===== src/rtl/iterative_incdec.sv =====
// Multi-cycle N-bit incrementor/decrementor: walks the operand K bits per clock, LSB chunk first,
// carrying (or borrowing) between chunks through a register, with optional early termination.
//
// state | meaning
// IDLE  | waiting for start; s, carry_out and cycles hold the last result
// RUN   | one chunk processed per edge, busy=1
// DONE  | one-cycle done pulse; start here is accepted back-to-back
module iterative_incdec #(
    parameter int N = 8,
    parameter int K = 2
) (
    input  logic                         clk,
    input  logic                         reset,
    input  logic                         start,
    input  logic                         mode,
    input  logic                         early_exit_en,
    input  logic [N-1:0]                 a,
    output logic                         busy,
    output logic                         done,
    output logic [N-1:0]                 s,
    output logic                         carry_out,
    output logic [$clog2(N/K+1)-1:0]     cycles
);

    localparam int M  = N / K;
    localparam int CW = $clog2(M + 1);
    localparam int IW = (M > 1) ? $clog2(M) : 1;

    typedef enum logic [1:0] {IDLE, RUN, DONE} state_t;

    state_t         state;
    logic [N-1:0]   work;
    logic           run_carry;
    logic [IW-1:0]  idx;
    logic [CW-1:0]  cnt;
    logic           mode_q;
    logic           ee_q;

    logic [K-1:0]   chunk;
    logic [K-1:0]   chunk_nxt;
    logic           carry_nxt;
    logic [N-1:0]   work_nxt;
    logic           last;

    always_comb begin
        chunk = '0;
        for (int j = 0; j < M; j++) begin
            if (idx == IW'(j)) chunk = work[j*K +: K];
        end
        chunk_nxt = mode_q ? (chunk - K'(run_carry)) : (chunk + K'(run_carry));
        carry_nxt = run_carry & (mode_q ? (chunk == '0) : (chunk == '1));
        work_nxt = work;
        for (int j = 0; j < M; j++) begin
            if (idx == IW'(j)) work_nxt[j*K +: K] = chunk_nxt;
        end
        // Once the carry dies every higher chunk would pass through unchanged anyway.
        last = (idx == IW'(M - 1)) || (ee_q && !carry_nxt);
    end

    always_ff @(posedge clk or negedge reset) begin
        if (!reset) begin
            state     <= IDLE;
            work      <= '0;
            run_carry <= 1'b0;
            idx       <= '0;
            cnt       <= '0;
            mode_q    <= 1'b0;
            ee_q      <= 1'b0;
            busy      <= 1'b0;
            done      <= 1'b0;
            s         <= '0;
            carry_out <= 1'b0;
            cycles    <= '0;
        end else begin
            case (state)
                IDLE, DONE: begin
                    done <= 1'b0;
                    if (start) begin
                        work      <= a;
                        mode_q    <= mode;
                        ee_q      <= early_exit_en;
                        run_carry <= 1'b1;
                        idx       <= '0;
                        cnt       <= '0;
                        busy      <= 1'b1;
                        state     <= RUN;
                    end else begin
                        state <= IDLE;
                    end
                end
                RUN: begin
                    work      <= work_nxt;
                    run_carry <= carry_nxt;
                    cnt       <= cnt + CW'(1);
                    if (last) begin
                        state     <= DONE;
                        busy      <= 1'b0;
                        done      <= 1'b1;
                        s         <= work_nxt;
                        carry_out <= carry_nxt;
                        cycles    <= cnt + CW'(1);
                    end else begin
                        idx <= idx + IW'(1);
                    end
                end
                default: state <= IDLE;
            endcase
        end
    end

endmodule


===== config.mk =====
export PLATFORM = sky130hd
export DESIGN_NAME = iterative_incdec
export DESIGN_NICKNAME = d
export VERILOG_FILES = /design/src/rtl/iterative_incdec.sv
export SDC_FILE = /design/constraint.sdc
export NUM_CORES = 1
export LEC_CHECK = 0
export ABC_CLOCK_PERIOD_IN_PS = 2860
export CAP_MARGIN = 20
export CORE_MARGIN = 4
export CORE_UTILIZATION = 40
export CTS_CLUSTER_SIZE = 20
export DETAILED_ROUTE_END_ITERATION = 10
export SETUP_SLACK_MARGIN = 0.15
export SLEW_MARGIN = 40
export SYNTH_ARGS = -nofsm -noshare
export SYNTH_HDL_FRONTEND = slang
export SYNTH_SLANG_ARGS = --single-unit
export TNS_END_PERCENT = 30

===== constraint.sdc =====
create_clock -name clk -period 2.86 [get_ports clk]
set_clock_uncertainty 0.05 [all_clocks]
set_input_delay 0.286 -clock clk [delete_from_list [all_inputs] [get_ports clk]]
set_output_delay 0.286 -clock clk [all_outputs]
set_load 0.05 [all_outputs]

* Yosys cells after proc, flatten, opt, wreduce, memory -nomap -nowiden
Cells that the tools add are included. Widths: inputs -> output; s select.
Word-level totals: bits in registers 32, word-level logic and storage cells 66, output and inout port bits 14, bits of input ports 13
Operators by class: reductions and logical operators 14, bitwise logic cells 1, add/sub/neg operators 4, eq/ne operators 9, mux-type cells 26
Operator list (number):
- $mux 2 | 12
- $pmux 8 s2 | 1
- $eq 2x2->1 const B | 4
- $mux 8 | 1
- $pmux 2 s2 | 2
- $reduce_and 2->1 | 4
- $logic_not 2->1 | 3
- $ne 2x2->1 const B | 3
- $pmux 1 s2 | 3
- $pmux 3 s2 | 1
- $reduce_and 3->1 | 2
- $mux 1 | 5
- $eq 2x1->1 const B | 2
- $add 3x1->3 const B | 1
- $mux 3 | 1
- $add 2x1->2 | 1
- $add 2x1->2 const B | 1
- $reduce_bool 2->1 | 1
- $reduce_or 2->1 | 1
- $sub 2x1->2 | 1
- $and 1x1->1 | 1
- $logic_and 1x1->1 | 1
- $logic_not 1->1 | 1
- $logic_or 1x1->1 | 1

* Longest topological paths before layout
word-level depth 13, gate-level depth with buffers 10, mapped depth without buffers 9

* Worst setup path before layout
No wires, ideal clock.
kind reg2reg, start register idx[0], end register s[5], path slack 0.423 ns, cell stages (with the launch flop) 11, data required time 2.685 ns, library setup time 0.125 ns, period minus slack after synthesis 2.437 ns, path buffers 1, arrival time 2.263 ns, cell sequence dfrtp_1 -> inv_1 -> ha_1 -> buf_2 -> nor3b_1 -> a221o_1 -> ha_1 -> xor2_1 -> xnor2_1 -> mux2_2 -> mux2_2
On the way: cells in the longest elaborated chain, start to end 12, elaborated cells between the ends (all ways) 20, those cells by class 2 x add/sub; 4 x eq/ne; 7 x mux; 1 x bitwise; 6 x reduce/logical
Ends and longest elaborated chain:
- start: declaration | RTL line 34 | logic [IW-1:0] idx;
- start signal: assignment | RTL line 103 | idx <= idx + IW'(1);
- $logic_not 2->1 | RTL line 48 | if (idx == IW'(j)) chunk = work[j*K +: K];
- $mux 2 (4 in a row) | RTL line 48
- $eq 2x2->1 or $logic_not 2->1 (tied branches) | RTL line 51 | carry_nxt = run_carry & (mode_q ? (chunk == '0) : (chunk == '1));
- $mux 1 | RTL line 51
- $and 1x1->1 | RTL line 51
- $logic_not 1->1 | RTL line 57 | last = (idx == IW'(M - 1)) || (ee_q && !carry_nxt);
- $logic_and 1x1->1 | RTL line 57
- $logic_or 1x1->1 | RTL line 57
- $reduce_and 2->1 (no line)
- end signal: assignment | RTL line 99 | s <= work_nxt;
- end: declaration | RTL line 20 | output logic [N-1:0] s,
Parallel ways exist; a longest one is shown, timed or not. A chain may end at the register's enable or synchronous reset.

* Final worst setup path
Ends and elaborated chain as after synthesis.

==> metrics.txt <==
status completed; worst skew pair latency 290 ps; RSZ-0062 raised after global routing false; via/cell ratio about 5.3; Slowest-stage cell, CP dfrtp_2; CP max stage delay 450 ps; HP Class in -> async; largest family of logic cells by synthesized area compound AO/OA/AOI/OAI gates; clock transition at the registers of the reported paths approximately 70 ps; Synth area leader dfrtp_1; Area Growth Syn to Fin 29.5%; critical path data required time 2980 ps; Slew @ Worst Pin between 500 and 600 ps; io pins 27; Synth area leaders dfrtp_1 47%, mux2_2 6.0%, ha_1 4.4%; total grt overflow 0; max-slew violations 0; synthesized area per cell 11.4 sq um; slew margin rel. 60.1%; M2 GR Usage 25.7%; Compound-Gate Fraction of Synth Area 15.7%; # DRC 0; most used cell, CP mux2_2; critical path class reg -> reg; # port buffers 26; H-Tree Level Count 2; HPWL Detailed 2790 microns; proportion of synthesized area in mux cells 14.5%; Initial Util 42.0%; Synth Area in Simple Gates between 10 and 15%; crit path capture type register; Post-DRT Antenna Nets 0; Via Count between 1k and 1.5k; Adder-Cell Fraction of Synth Area 4.41%; async set-reset flop share out of synthesis 100%; Total GRT Usage 16.3%; vias in the first global route 1,349; Most used DFF post-synth dfrtp_1; die area 0.00536 sq mm; commonest cells in the netlist 32 x dfrtp_1, 13 x inv_1, 13 x nand2_1; Worst EP arrival 2720 ps; CTS root buf clkbuf_8; final antenna diode count 0; 1st-iter DRT viols 81; initial antenna violation count 0; TritonCTS Buffers 5; number of flops mapped to enable cells by yosys 0; global-route layer with the greatest usage met2; Mapped Nets 169; Longest Clk Path Bufs 2; Synth cell types 35; CP cell instances inv_2 > ha_4 > nand3b_4 > a221o_1 > ha_1 > xor2_2 > xnor2_1 > mux2_2 > mux2_2; Final Net Count 204; # Max-Cap Violations 0; Fmax slightly below 400 MHz; number of synthesized register bits 32; Post-Route WL slightly below 4000 microns; clk sinks 32; TritonCTS clock tree yes; Setup-failing EPs final 0; Cells after Synth 150; type of origin of the critical path register; post-route clock period utilization between 90% and 100%; min cycle time layout 2600 ps; routability cong. 0.819; CP Max Fanout 7; sequential cell area fraction in the yosys report between 40% and 50%; mapped cell area 0.00170 sq mm; Yosys top cell area share 47.0%; GR Util met3 4.96%; xor-xnor portion of the synthesized cell area 2.06%; Core Region 0.00406 sq mm; row count 23; drt wl/cell about 16 microns; Die X around 73 microns; Die Y-Extent 73.2 microns; First-pass DRT Iterations 4; share of cells above drive strength 1 22.6%; setup TNS 0 ps; synth warn 0; largest net degree at the start of global routing 33; most numerous cell in the Yosys netlist dfrtp_1; first-pass GRT wire length 6560 microns; final hold violation count 0; met1 Use GR about a fifth; post-layout util 54.4%
==> through the flow <==
| step | cell area, sq um | worst slack, ps | cells | hold WS [ps] |
|---|---|---|---|---|
| 2_1_floorplan | 1700 | 423 | 150 | -59.6 |
| 3_3_place_gp | 2030 | 188 | 227 | 417 |
| 3_5_place_dp | 2030 | 102 | 227 | 430 |
| 4_1_cts | 2150 | 147 | 235 | 361 |
| 5_1_grt | 2210 | 156 | 236 | 374 |
| 6_report | 2210 | 258 | 236 | 340 |
==> critical path: cells and delay by family (launching register included) <==
| family | cells | cell delay (ps) |
|---|---|---|
| compound gates | 1 | 390 |
| flops | 1 | 450 |
| simple gates | 1 | 80 |
| mux | 2 | 560 |
| buf+inv | 1 | 120 |
| fa+ha+maj | 2 | 460 |
| xor+xnor | 2 | 360 |
==> per-layer routing <==
layer	up-vias	part of all wire [%]
met3	8	5.2
met2	30	49
met4	0	1.8
met5	-	0
met1	611	44
li1	601	-
==> sequential cells by signal (all words and copies together), names as in the netlist, 2 cells and up <==
| name | flops |
|---|---|
| s | 8 |
| cnt | 3 |
| work | 8 |
| cycles | 3 |
| state | 2 |
| idx | 2 |
==> logic make-up (layout without fill, tap and decap cells) <==
group                    Yosys count  count (layout)
AO/OA/AOI/OAI                     34              34
AND/OR/NAND/NOR                   33              33
flip-flops                        32              32
multiplexers                      21              21
buffers and inverters             20              56
adder cells (fa/ha/maj)            6               6
XOR/XNOR                           4               4
==> worst paths after layout <==
| check | slack, ps | depth (start not counted) | to | from |
|---|---|---|---|---|
| setup / recovery | 260 | 9 | s[5] | idx[0] |
| hold / removal | 340 | 2 | s[0] | reset |
| setup reg to reg | 260 | 9 | s[5] | idx[0] |
| hold reg to reg | 450 | 1 | done | done |
| max in group asynchronous | 2100 | 2 | idx[0] | reset |
| min in group clk | 450 | 1 | done | done |
==> cells in the final DEF (no fill, tap or decap), types with 4 or more instances in the layout <==
master           instances
mux2_2                   9
nand2_1                 13
mux2i_1                  7
clkdlybuf4s50_1         26
inv_1                   11
clkbuf_8                 5
dfrtp_1                 30
buf_4                    9
nor2_1                   6
a21o_1                   5
a22o_1                   5
o21ai_0                  9
nand2b_1                 4
mux2_4                   5
==> area by class of cell <==
type	instances	area [sq um]
inverters	13	48.8
multi-input cells	98	856
clock inverters	2	35.0
clock buffers	6	72.6
well taps	50	62.6
repair buffers	35	328
fillers	341	1850
flip-flops and latches	32	803
==> what timing repair did <==
action                                  in CTS  in global routing
gates resized for setup                      2                 11
pin swaps                                    0                  1
hold buffers                                 0                  0
hold endpoints to repair                     0                  0
setup buffers                                0                  1
endpoints found under the setup margin       8                 15
Power is not shown: default switching activity piles up to over one toggle a cycle in this logic, so the estimate is an artifact.
==> patch 1: new RTL, same settings <==
Register the output `cycles` once more, without a reset; this adds one clock of latency there. The other outputs are not delayed to match. Comments in the files are not updated.
--- a/src/rtl/iterative_incdec.sv
+++ b/src/rtl/iterative_incdec.sv
@@ -28,4 +28,6 @@
 
     typedef enum logic [1:0] {IDLE, RUN, DONE} state_t;
+
+    logic [$clog2(N/K+1)-1:0] cycles_s0;
 
     state_t         state;
@@ -71,5 +73,5 @@
             s         <= '0;
             carry_out <= 1'b0;
-            cycles    <= '0;
+            cycles_s0 <= '0;
         end else begin
             case (state)
@@ -99,5 +101,5 @@
                         s         <= work_nxt;
                         carry_out <= carry_nxt;
-                        cycles    <= cnt + CW'(1);
+                        cycles_s0 <= cnt + CW'(1);
                     end else begin
                         idx <= idx + IW'(1);
@@ -109,4 +111,8 @@
     end
 
+    always_ff @(posedge clk) begin
+        cycles <= cycles_s0;
+    end
+
 endmodule
 
Check against the original RTL: not equivalent (Yosys sat finds a counterexample within 4 cycles, from zero or initial values and one cycle with reset low).
==> patch 1 against the unedited design <==
  * Global-route usage decreased by 1.1 points
  * Design area increased by 3.0%
  * Largest cell class is now registers
  * Worst setup slack got worse by 0.034 ns
  * Sequential cell count increased by 3
  * Area after synthesis increased by 4.9%
  * Wire length increased by 0.57%
Power is left out: the tool's default activity adds up to more than one toggle a clock period on the data nets, which glitch-free logic cannot reach.
==> patch 1: results (changes against the unedited design) <==
Synth Area in Adders = 4.20% (-0.21 points)
Layout cells sized above 1 = 23.0% (+0.38 points)
Hold WC Path Type = register to register
Reg2reg setup slack = 0.22 ns (-0.03 ns)
Top delay family on crit path = compound AO/OA/AOI/OAI gates
Worst path slowest cell = dfrtp_1
Post-synth top cells = 32 x dfrtp_1, 15 x inv_1, 14 x nand2_1
Synth top area cells = dfrtp_1 45%, mux2_2 5.7%, ha_1 4.2%, mux2_4 4.2%, mux2i_1 3.9%
Fraction of the yosys area taken by sequential cells = 48.2% (+1.2 points)
Worst r2r src = idx[1]
Post-synthesis xor/xnor area fraction = 1.96% (-0.097 points)
Worst-Margin Slew = 0.515 ns (-0.0820 ns)
WL/cell = 15.6 um (-4.3%)
Worst Path Arrival = 2.75 ns (+0.03 ns)
Layout fillers = 384 (+13%)
First-pass GRT wire length = 6.32 mm (-3.6%)
CP Max Fanout = 8 (+1)
Status = completed
Synth Area in Compound Gates = 14.6% (-1.2 points)
Detailed Place HPWL = 2.82 mm (+1.2%)
Largest net degree at the start of global routing = 33 (unchanged)
RePlAce Congestion = 0.845 (+3.2%)
Reg-to-Reg End = s[7]
WHS Endpoint = cycles[1]
Post-synth cell types = 41 (+17%)
R2R cell count = 9 (unchanged)
CP peak stage delay = 0.38 ns (-0.07 ns)
Clock buffer depth = 2 (unchanged)
Via count = 1266 (+1.3%)
Synth Net Count = 178 (+5.3%)
Final net count = 214 (+4.9%)
DRT iter0 DRCs = 115 (+42%)
Global-route usage over all layers = 15.2% (-1.1 points)
Post-synth ARST share = 91.4% (-8.6 points)
Post-synthesis mux area share = 13.8% (-0.68 points)
-- patch 1: worst max-delay path by stage --
stage,to,start,cells past startpoint
2_1_floorplan,s[5],idx[0],10
3_3_place_gp,s[1],idx[0],9
3_5_place_dp,work[1],idx[0],9
4_1_cts,s[0],idx[0],8
5_1_grt,s[7],idx[1],9
6_report,s[7],idx[1],9
-- patch 1: repair_timing --
| item | CTS | global route |
|---|---|---|
| endpoints found under the setup margin | 1 | 13 |
| buffers inserted | 0 | 2 |
| resized for setup | 1 | 8 |
| hold buffers | 0 | 0 |
| pin swaps | 0 | 4 |
-- patch 1: routing by layer --
layer	track usage, %	routed length, um
met1	21.5	1900
met2	22.5	1800
met3	4.01	146
met4	5.34	30
met5	0	0
-- patch 1: logic make-up (layout without fill, tap and decap cells) --
family / count (synthesis) / after routing
xor+xnor: 4 / 4
mux: 21 / 21
compound gates: 30 / 30
buf+inv: 25 / 62
simple gates: 38 / 38
fa+ha+maj: 6 / 6
flops: 35 / 35
-- patch 1: final cells by class --
cell class | count | area, um2 | area share, %
timing repair buffer | 38 | 358 | 15.7
tap | 52 | 65.1 | 2.86
multi-input combinational | 99 | 848 | 37.3
inverter | 16 | 60.1 | 2.64
clock buffer | 8 | 80.1 | 3.52
sequential | 35 | 861 | 37.9
-- patch 1: through the flow --
stage | hold slack (ns) | cell area (um2) | cells | util, % | worst slack, ns
final | 0.321 | 2270 | 248 | 52.5 | 0.224
after global routing | 0.336 | 2270 | 248 | 52.5 | 0.117
after CTS | 0.320 | 2210 | 246 | 51.2 | 0.160
after detailed placement | 0.306 | 2120 | 238 | 49.1 | 0.144
after global placement | 0.304 | 2120 | 238 | 49.1 | 0.296
after floorplan | -0.0596 | 1790 | 159 | - | 0.311
==> patch 2: new RTL, same settings <==
Without the edit above. `N`: 8 -> 16.
--- a/src/rtl/iterative_incdec.sv
+++ b/src/rtl/iterative_incdec.sv
@@ -7,5 +7,5 @@
 // DONE  | one-cycle done pulse; start here is accepted back-to-back
 module iterative_incdec #(
-    parameter int N = 8,
+    parameter int N = 16,
     parameter int K = 2
 ) (
Ports: changed (resized a, cycles and s); port bits go from 27 to 44. The function was not compared with the original's and may differ.
==> patch 2 against the unedited design <==
  * The flow now finishes with violations (negative setup slack)
  * Hold slack gained 0.096 ns
  * Design area grew 73%
  * Critical path type unchanged
  * Critical path depth grew 4
  * Synthesized cell count grew 87%
  * Worst setup slack lost 0.31 ns
  * Core utilization grew 2.0 points
  * Final cell count grew 84%
  * Count of clock-buffer cells in the layout is the same
  * Wire length grew 91%
  * Largest cell class unchanged
  * Non-clock buffer count grew 43
  * Area after synthesis grew 63%
  * Sequential cell count grew 19
Power is not shown: default switching activity piles up to over one toggle a cycle in this logic, so the estimate is an artifact.
==> patch 2: results (changes against the unedited design) <==
Reg-to-Reg End = s[13]
Post-synthesis mux area share = 8.46% (-6.0 points)
Synth Area in Compound Gates = 20.9% (+5.2 points)
Clk_lat worst skew = 0.31 ns (+0.02 ns)
Met3 Usage GRT = 3.15% (-1.8 points)
Synth Area in Adders = 3.60% (-0.81 points)
Max transition margin = 62.5% (+2.5 points)
First-pass GRT wire length = 12.1 mm (+85%)
Final net count = 383 (+88%)
Largest net degree at the start of global routing = 29 (-12%)
Failing checks = negative setup slack
CP Max Fanout = 8 (+1)
DRT iter0 DRCs = 145 (+79%)
Post-synth top cells = 51 x dfrtp_1, 45 x nand2_1, 31 x o21ai_0
Top delay family on crit path = compound AO/OA/AOI/OAI gates
Detailed Place HPWL = 5.19 mm (+86%)
Reg2reg setup slack = -0.05 ns (-0.31 ns)
Synth top area cells = dfrtp_1 46%, mux2_1 6.1%, nand2_1 6.1%, o21ai_0 5.6%, ha_1 3.6%
R2R cell count = 13 (+4)
Vias per std cell = 5.44 (+2.6%)
Final Setup Violations = 2 (+2)
Final core occ = 56.4% (+2.0 points)
Fraction of the yosys area taken by sequential cells = 45.9% (-1.1 points)
PnR worst setup slack = -0.0482 ns (-0.306 ns)
M1 GR Usage = 24.8% (+4.2 points)
Layout cells sized above 1 = 23.1% (+0.52 points)
Status = finished, violations left
WL final = 7.35 mm (+91%)
## patch 2: kinds of logic after synthesis
family	Yosys count
xor gates and xnor gates	5
DFF	51
buffers and inverters	25
AOI/OAI and AO/OA	83
adders and majority gates	8
and+or+nand+nor	88
muxes	21
## patch 2: worst max-delay path by stage
stage / start / end / slack [ns]
floorplan: idx[0] / s[1] / 0.17
finish: idx[0] / s[13] / -0.05
CTS: idx[0] / s[5] / 0.02
global placement: idx[0] / s[1] / -0.08
global route: idx[0] / s[13] / -0.15
detailed placement: idx[0] / s[6] / -0.12
## patch 2: timing repair
item / CTS / global route
pin swaps: 2 / 8
setup buffers: 0 / 5
setup endpoints to repair: 34 / 38
endpoints found under the hold margin: 23 / 0
resized for setup: 14 / 27
hold buffers: 1 / 0
cloned: 1 / 0
## patch 2: final cells by class
cell class	count	area share [%]
tap	80	2.63
clock buffer	6	2.17
sequential	51	33.5
clock inverter	2	1.02
inverter	13	1.28
multi-input combinational	205	41.0
timing repair buffer	78	18.4
## patch 2: metrics by stage
stage	setup WS (ns)	std cells	hold slack, ns
floorplan	0.168	281	-0.0596
global placement	-0.0794	420	0.267
detailed placement	-0.121	420	0.264
CTS	0.0151	430	0.441
global route	-0.153	435	0.455
finish	-0.0482	435	0.435
## patch 2: per-layer routing
layer | wire length (um) | up-vias
met3 | 266 | 5
met1 | 3500 | 1164
met2 | 3530 | 48
met5 | 0 | -
met4 | 48 | 0
li1 | - | 1148
